`src/rtl/branch_target_buffer.sv`:
```
// Fully-associative branch target buffer with round-robin replacement.
// IF side: zero-latency tag lookup that yields the taken decision and next fetch PC.
// EX side: one-hot hit and allocate strobes for the per-entry 2-bit predictor slices.
// Optional macro BTB_BYPASS_EN forwards a same-cycle EX allocation/refresh into IF.
module branch_target_buffer #(
    parameter int unsigned ENTRIES = 8,
    parameter int unsigned IDX_W   = 3,
    parameter int unsigned PC_W    = 32
) (
    input  logic                CLK,
    input  logic                RST_N,
    input  logic [PC_W-1:0]     IF_PC,
    input  logic [ENTRIES-1:0]  JumpPredict,
    output logic [ENTRIES-1:0]  IF_Hit,
    output logic                IF_Taken,
    output logic [PC_W-1:0]     IF_NextPC,
    input  logic                EX_Valid,
    input  logic [PC_W-1:0]     EX_PC,
    input  logic                EX_Success,
    input  logic [PC_W-1:0]     EX_Target,
    output logic [ENTRIES-1:0]  EX_Hit,
    output logic [ENTRIES-1:0]  Preset,
    input  logic                Flush
);

    localparam int unsigned TAG_W = PC_W - 2;
    localparam logic [ENTRIES-1:0] OneHot0 = {{(ENTRIES-1){1'b0}}, 1'b1};

    logic [ENTRIES-1:0] valid_q;
    logic [TAG_W-1:0]   tag_q    [ENTRIES];
    logic [PC_W-1:0]    target_q [ENTRIES];
    logic [IDX_W-1:0]   rp_q;

    logic               if_found;
    logic [IDX_W-1:0]   if_idx;
    logic               ex_found;
    logic [IDX_W-1:0]   ex_idx;
    logic               alloc;
    logic               refresh;
    logic [PC_W-1:0]    pc_plus4;

    // Word-aligned compares: the byte-offset bits of EX_PC never matter.
    logic unused_ex_pc_lo;
    assign unused_ex_pc_lo = ^EX_PC[1:0];

    // Tag match on both ports; descending scan so the lowest matching index wins.
    always_comb begin
        if_found = 1'b0;
        if_idx   = '0;
        ex_found = 1'b0;
        ex_idx   = '0;
        for (int i = ENTRIES - 1; i >= 0; i--) begin
            if (valid_q[i] && (tag_q[i] == IF_PC[PC_W-1:2])) begin
                if_found = 1'b1;
                if_idx   = IDX_W'(i);
            end
            if (valid_q[i] && (tag_q[i] == EX_PC[PC_W-1:2])) begin
                ex_found = 1'b1;
                ex_idx   = IDX_W'(i);
            end
        end
    end

    // EX-side strobes; allocation is gated by reset so Preset stays quiet while held.
    always_comb begin
        alloc   = RST_N & EX_Valid & ~ex_found & EX_Success;
        refresh = EX_Valid & ex_found & EX_Success;
        EX_Hit  = (EX_Valid && ex_found) ? (OneHot0 << ex_idx) : '0;
        Preset  = alloc ? (OneHot0 << rp_q) : '0;
    end

    // IF-side prediction from registered contents, optionally overridden by EX forwarding.
    always_comb begin
        pc_plus4  = IF_PC + PC_W'(4);
        IF_Hit    = if_found ? (OneHot0 << if_idx) : '0;
        IF_Taken  = |(IF_Hit & JumpPredict);
        IF_NextPC = IF_Taken ? target_q[if_idx] : pc_plus4;
`ifdef BTB_BYPASS_EN
        if (RST_N && EX_Valid && EX_Success && (EX_PC[PC_W-1:2] == IF_PC[PC_W-1:2])) begin
            IF_Hit    = ex_found ? (OneHot0 << ex_idx) : (OneHot0 << rp_q);
            IF_Taken  = 1'b1;
            IF_NextPC = EX_Target;
        end
`endif
    end

    // Storage update: flush beats allocation, allocation and refresh are exclusive.
    always_ff @(posedge CLK or negedge RST_N) begin
        if (!RST_N) begin
            valid_q <= '0;
            rp_q    <= '0;
            for (int i = 0; i < ENTRIES; i++) begin
                tag_q[i]    <= '0;
                target_q[i] <= '0;
            end
        end else if (Flush) begin
            valid_q <= '0;
            rp_q    <= '0;
        end else if (alloc) begin
            valid_q[rp_q]  <= 1'b1;
            tag_q[rp_q]    <= EX_PC[PC_W-1:2];
            target_q[rp_q] <= EX_Target;
            rp_q           <= rp_q + IDX_W'(1);
        end else if (refresh) begin
            target_q[ex_idx] <= EX_Target;
        end
    end

endmodule

```
`config.mk`:
```
export PLATFORM = sky130hd
export DESIGN_NAME = branch_target_buffer
export DESIGN_NICKNAME = d
export VERILOG_FILES = /design/src/rtl/branch_target_buffer.sv
export SDC_FILE = /design/constraint.sdc
export NUM_CORES = 1
export LEC_CHECK = 0
export ABC_AREA = 1
export BUFFER_PORTS_ARGS = -buffer_cell sky130_fd_sc_hd__buf_2
export CELL_PAD_IN_SITES_DETAIL_PLACEMENT = 1
export CELL_PAD_IN_SITES_GLOBAL_PLACEMENT = 1
export CORE_UTILIZATION = 41
export CTS_BUF_LIST = sky130_fd_sc_hd__clkbuf_16
export DETAILED_ROUTE_END_ITERATION = 16
export PLACE_DENSITY_LB_ADDON = 0.3
export SLEW_MARGIN = 10
export SYNTH_ARGS = -nofsm -noshare
export SYNTH_HDL_FRONTEND = slang
export SYNTH_SLANG_ARGS = --single-unit
```
`constraint.sdc`:
```
create_clock -name CLK -period 3 [get_ports CLK]
set_input_delay 0.6 -clock CLK [delete_from_list [all_inputs] [get_ports CLK]]
set_output_delay 0.6 -clock CLK [all_outputs]
set_load 0.005 [all_outputs]
```
==> results.cfg, run 1 <==
[synthesis]
synth_fp_nets = 4958
netlist_area_sq_um = 32200
ys_seq_elements = 507
synth_edf_count = 0
synthArstFlopShare_pct = 100
synth.largest_area_cell = dfrtp_1
syn_inst = 4842
netlist.area_leader.share_pct = 39.3
yosysWarnings = 0
syn_avg_cell_area_sq_um = 6.66
synth.area.top_cells = dfrtp_1 39%, nand2_1 23%, nand3_1 6.6%
synthDistinctLibCells = 50
synth-seq-area-share_pct = 39.3
ys.flop_type = dfrtp_1

[timing]
crit_endpoint = IF_NextPC[13]
worst-ep-kind = top-level output

[place]
dp_hpwl_mm = 152
post-place-ws_ns = -1.62
gp_congestion = 1.07
dp_cells = 6936
place.port_buffers = 163

[cts]
cts.sinks = 507
cts_htree_levels = 2
clockRootBuffer = clkbuf_16
numCtsBuffers = 60
clock_path_buffers = 3

[run_status]
status = stopped before the end
last-stage-reached = global routing (5_1_grt)
firstError = [ERROR GRT-0232] Routing congestion too high. Check the congestion heatmap in the GUI.

[die]
rows = 102
fp.dieW_um = 282
die_y_um = 282
initial_core_util_pct = 41.6
io_pins = 166

[global_routing]
grt.overflow.total = 156
antenna_found_initial = 52
track_usage_pct = 74.8
grt_max_degree = 158
-- synthesized netlist by cell type (31+ instances only) --
cell type / count
o22ai_1: 123
nor3_1: 47
inv_2: 31
a21oi_1: 39
nor2_1: 377
o21ai_1: 89
nand3_1: 424
dfrtp_1: 507
buf_4: 35
buf_2: 158
inv_1: 335
o21ai_0: 226
xnor2_1: 67
clkbuf_1: 69
xor2_1: 65
nand2_1: 1971
nand4_1: 105
-- metal layers --
| metal | track usage [%] | overflow |
|---|---|---|
| met1 | 79.1 | 7 |
| met2 | 89.7 | 78 |
| met3 | 57.9 | 6 |
| met4 | 66.8 | 64 |
| met5 | 39.5 | 1 |
-- logic make-up after synthesis --
logic type,count (synthesis),share of synthesized area [%]
buffers and inverters,670,9.12
AND/OR/NAND/NOR,3022,39.0
XOR/XNOR,132,3.59
AO/OA/AOI/OAI,504,8.63
adder cells (fa/ha/maj),7,0.272
flip-flops,507,39.3
-- per-stage QoR --
stage	util (%)	cell area [sq um]	hold slack (ns)
after floorplan	-	32400	0.304
after global placement	55.8	43300	0.453
after detailed placement	55.8	43300	0.459
after CTS	60.3	46800	0.232
-- timing repair --
action / 4_1_cts
setup endpoints to repair: 559
endpoints found under the hold margin: 37
cloned: 9
pin swaps: 82
hold buffers: 1
resized for setup: 285
setup buffers: 52
==> inputs of run 2 (changes only) <==
- CELL_PAD_IN_SITES_DETAIL_PLACEMENT: 1 -> default
- CELL_PAD_IN_SITES_GLOBAL_PLACEMENT: 1 -> default
- CORE_UTILIZATION: 41 -> 35
- CTS_BUF_LIST: sky130_fd_sc_hd__clkbuf_16 -> default
- PLACE_DENSITY_LB_ADDON: 0.3 -> 0.15
- clock period: 3 -> 3.9 ns (I/O delays scaled with it)
==> run 2 against run 1 <==
The flow now finishes, with violations (negative setup slack). Area after synthesis unchanged. Synthesized cell count unchanged.
==> results.cfg, run 2 <==
[synthesis]
ys_seq_elements = 507
synth.largest_area_cell = dfrtp_1
synth-seq-area-share_pct = 39.3
synth.most_common_cell = nand2_1
syn_inst = 4842
netlist_area_sq_um = 32200
yosysWarnings = 0
synthArstFlopShare_pct = 100
synth_compound_area_share_pct = 8.63
ys.flop_type = dfrtp_1
synth_top_family_by_area = simple AND/OR/NAND/NOR gates
syn_avg_cell_area_sq_um = 6.66
synthDistinctLibCells = 50
synth_fa_ha_area_share_pct = 0.272
synth_edf_count = 0
synth_commonest_cells = 1971 x nand2_1, 507 x dfrtp_1, 424 x nand3_1
synth-simple-area-share_pct = 39.0
synth.area.top_cells = dfrtp_1 39%, nand2_1 23%, nand3_1 6.6%
synthMuxAreaShare_pct = 0
synth_fp_nets = 4958
netlist.area_leader.share_pct = 39.3
synthXorXnorAreaFrac_pct = 3.59

[place]
dp_cells = 6967
place.port_buffers = 163
gp_congestion = 1.05
placed_area_sq_um = 42600
dp_hpwl_mm = 143

[drt]
drtIter0Drc = 4845
wl_met1_mm = 77.3
wl_met2_mm = 83.3
highest_layer = met5
vias = 39500
wl_per_cell_um = 26.3
ant_nets = 0
drc = 0
wirelength_mm = 190
vias_per_cell = 5.46
met3_length_mm = 17.1
first_pass_iters = 5

[timing]
slew_headroom_pct = 41.4
hold_violations = 0
post-route-period-util_pct = 114
period_needed_ns = 4.44
tightest_slew_ns = 0.879
worst_slack_ns = -0.544
finalSetupTns_ns = -18.33
whs_ns = 0.438
timing.fmax_mhz = 225
maxSlewViolCount = 0
final.setup_skew_ns = 0.0260
rsz0062_at_grt = yes
setup_violations = 69

[setup_path]
reg2reg_setup_slack_ns = -0.02
cp_slowest_cell = nor2_2
path_depth = 26
crit_arrival_ns = 3.66
worstPathMaxFanout = 7
path_delay_family = simple AND/OR/NAND/NOR gates
critPathKind = in -> out
path_buf_inv = 10
start_kind = input pin
max_stage_delay_ns = 0.20
cp.required_ns = 3.12
rr_worst_depth = 30
cp-end-kind = primary output
path_common_cell = nor2_2

[cts]
cts_htree_levels = 3
clk_latency_ns = 0.66
clk_pin_slew_ns = 0.06
clock_path_buffers = 3
numCtsBuffers = 66
cts.sinks = 507
cts_tree = done
clockRootBuffer = clkbuf_16

[finish]
layoutNonFillerInstCount = 7230
reg.largest.list = target_q: 256 flops, tag_q: 240 flops, valid_q: 8 flops
final_common_cell = nand2_1
drive_gt1_share_pct = 35.8
utilization_pct = 54.8
design_area_sq_um = 49700
largest_reg_flops = 256
top_register = target_q
synthToLayoutAreaGrowth_pct = 54.1
nets = 6119
final_cell_mix = 1692 x nand2_1, 986 x buf_4, 474 x dfrtp_1

[worst_hold_path]
hold_class = in -> reg
hold_depth = 3

[power_and_ir_drop]
switching_power_mw = 5.06
clkPwrFrac_pct = 40.3
seq_power_share_pct = 37.4
p_leak_nw = 24.9
p_int_mw = 10.7
p_sw_share_pct = 32.1
pwr_density_cell_nw_per_um2 = 317
ir_drop_uv = 290
p_comb_share_pct = 22.2

[global_routing]
antenna_found_initial = 9
track_usage_pct = 39.3
grt_pass1_vias = 37100
grt_max_degree = 144
grt_pass1_wl_mm = 263
grt.overflow.total = 0

[die]
fp.dieW_um = 306
core_sq_um = 90700
dieArea_sq_um = 93300
initial_core_util_pct = 35.5
die_y_um = 306
io_pins = 166
rows = 110

[run]
cap_viol_max_count = 0

[run_status]
violations = negative setup slack
status = finished, violations left
==> run 2: final timing paths <==
check | startpoint | endpoint
worst max-delay path | IF_PC[31] | IF_NextPC[8]
worst min-delay path | EX_Target[21] | target_q[245]$_DFFE_PN0P_
worst max register to register | tag_q[104]$_DFFE_PN0P_ | target_q[146]$_DFFE_PN0P_
worst min register to register | target_q[11]$_DFFE_PN0P_ | target_q[11]$_DFFE_PN0P_
max in group asynchronous | RST_N | tag_q[193]$_DFFE_PN0P_
min in group asynchronous | RST_N | tag_q[175]$_DFFE_PN0P_
==> run 2: cell type report <==
class	count	area (sq um)
diodes	2	5.00
clock buffers	87	1810
clock inverters	30	373
fillers	8810	41000
inverters	369	1510
multi-input cells	3665	19100
flip-flops and latches	507	12700
well taps	1176	1470
repair buffers	1394	12700
==> run 2: logic make-up after synthesis <==
group | Yosys count
AOI/OAI and AO/OA | 504
xor gates and xnor gates | 132
adders and majority gates | 7
buffers and inverters | 670
DFF | 507
and+or+nand+nor | 3022
==> run 2: what timing repair did <==
action / in CTS / in global routing
endpoints found under the hold margin: 10 / 0
buffers inserted: 91 / 77
pin swaps: 103 / 265
endpoints found under the setup margin: 56 / 119
hold buffers: 1 / 0
gates cloned: 6 / 10
resized for setup: 407 / 581
==> run 2: metal layers <==
layer	vias to the layer above	global-route usage, %
met1	19000	52.2
li1	17800	-
met2	2084	61.3
met3	539	6.92
met4	2	20.1
met5	-	0
==> run 2: power by group through the flow <==
stage          Sequential, mW  Clock [mW]  Combinational (mW)
4_1_cts                  5.87        6.43                3.25
3_3_place_gp             5.95           0                3.11
5_1_grt                  5.93        6.60                3.70
6_report                 5.90        6.35                3.50
2_1_floorplan            5.87           0                1.23
3_5_place_dp             5.95           0                3.11
==> run 2: worst register-to-register path: cells and delay by family, from the launching register on <==
kind                   cells  cell delay, ns
XOR/XNOR                   1            0.14
buffers and inverters     15            1.79
flip-flops                 1            0.42
AND/OR/NAND/NOR           14            1.43
==> run 2: stage by stage <==
stage,power [mW],setup slack [ns]
after floorplan,7.10,0.362
after global placement,9.06,-0.991
after detailed placement,9.06,-1.00
after CTS,15.6,-0.508
after global routing,16.2,-0.688
final,15.8,-0.544
Power figures use the tool's default switching activity.
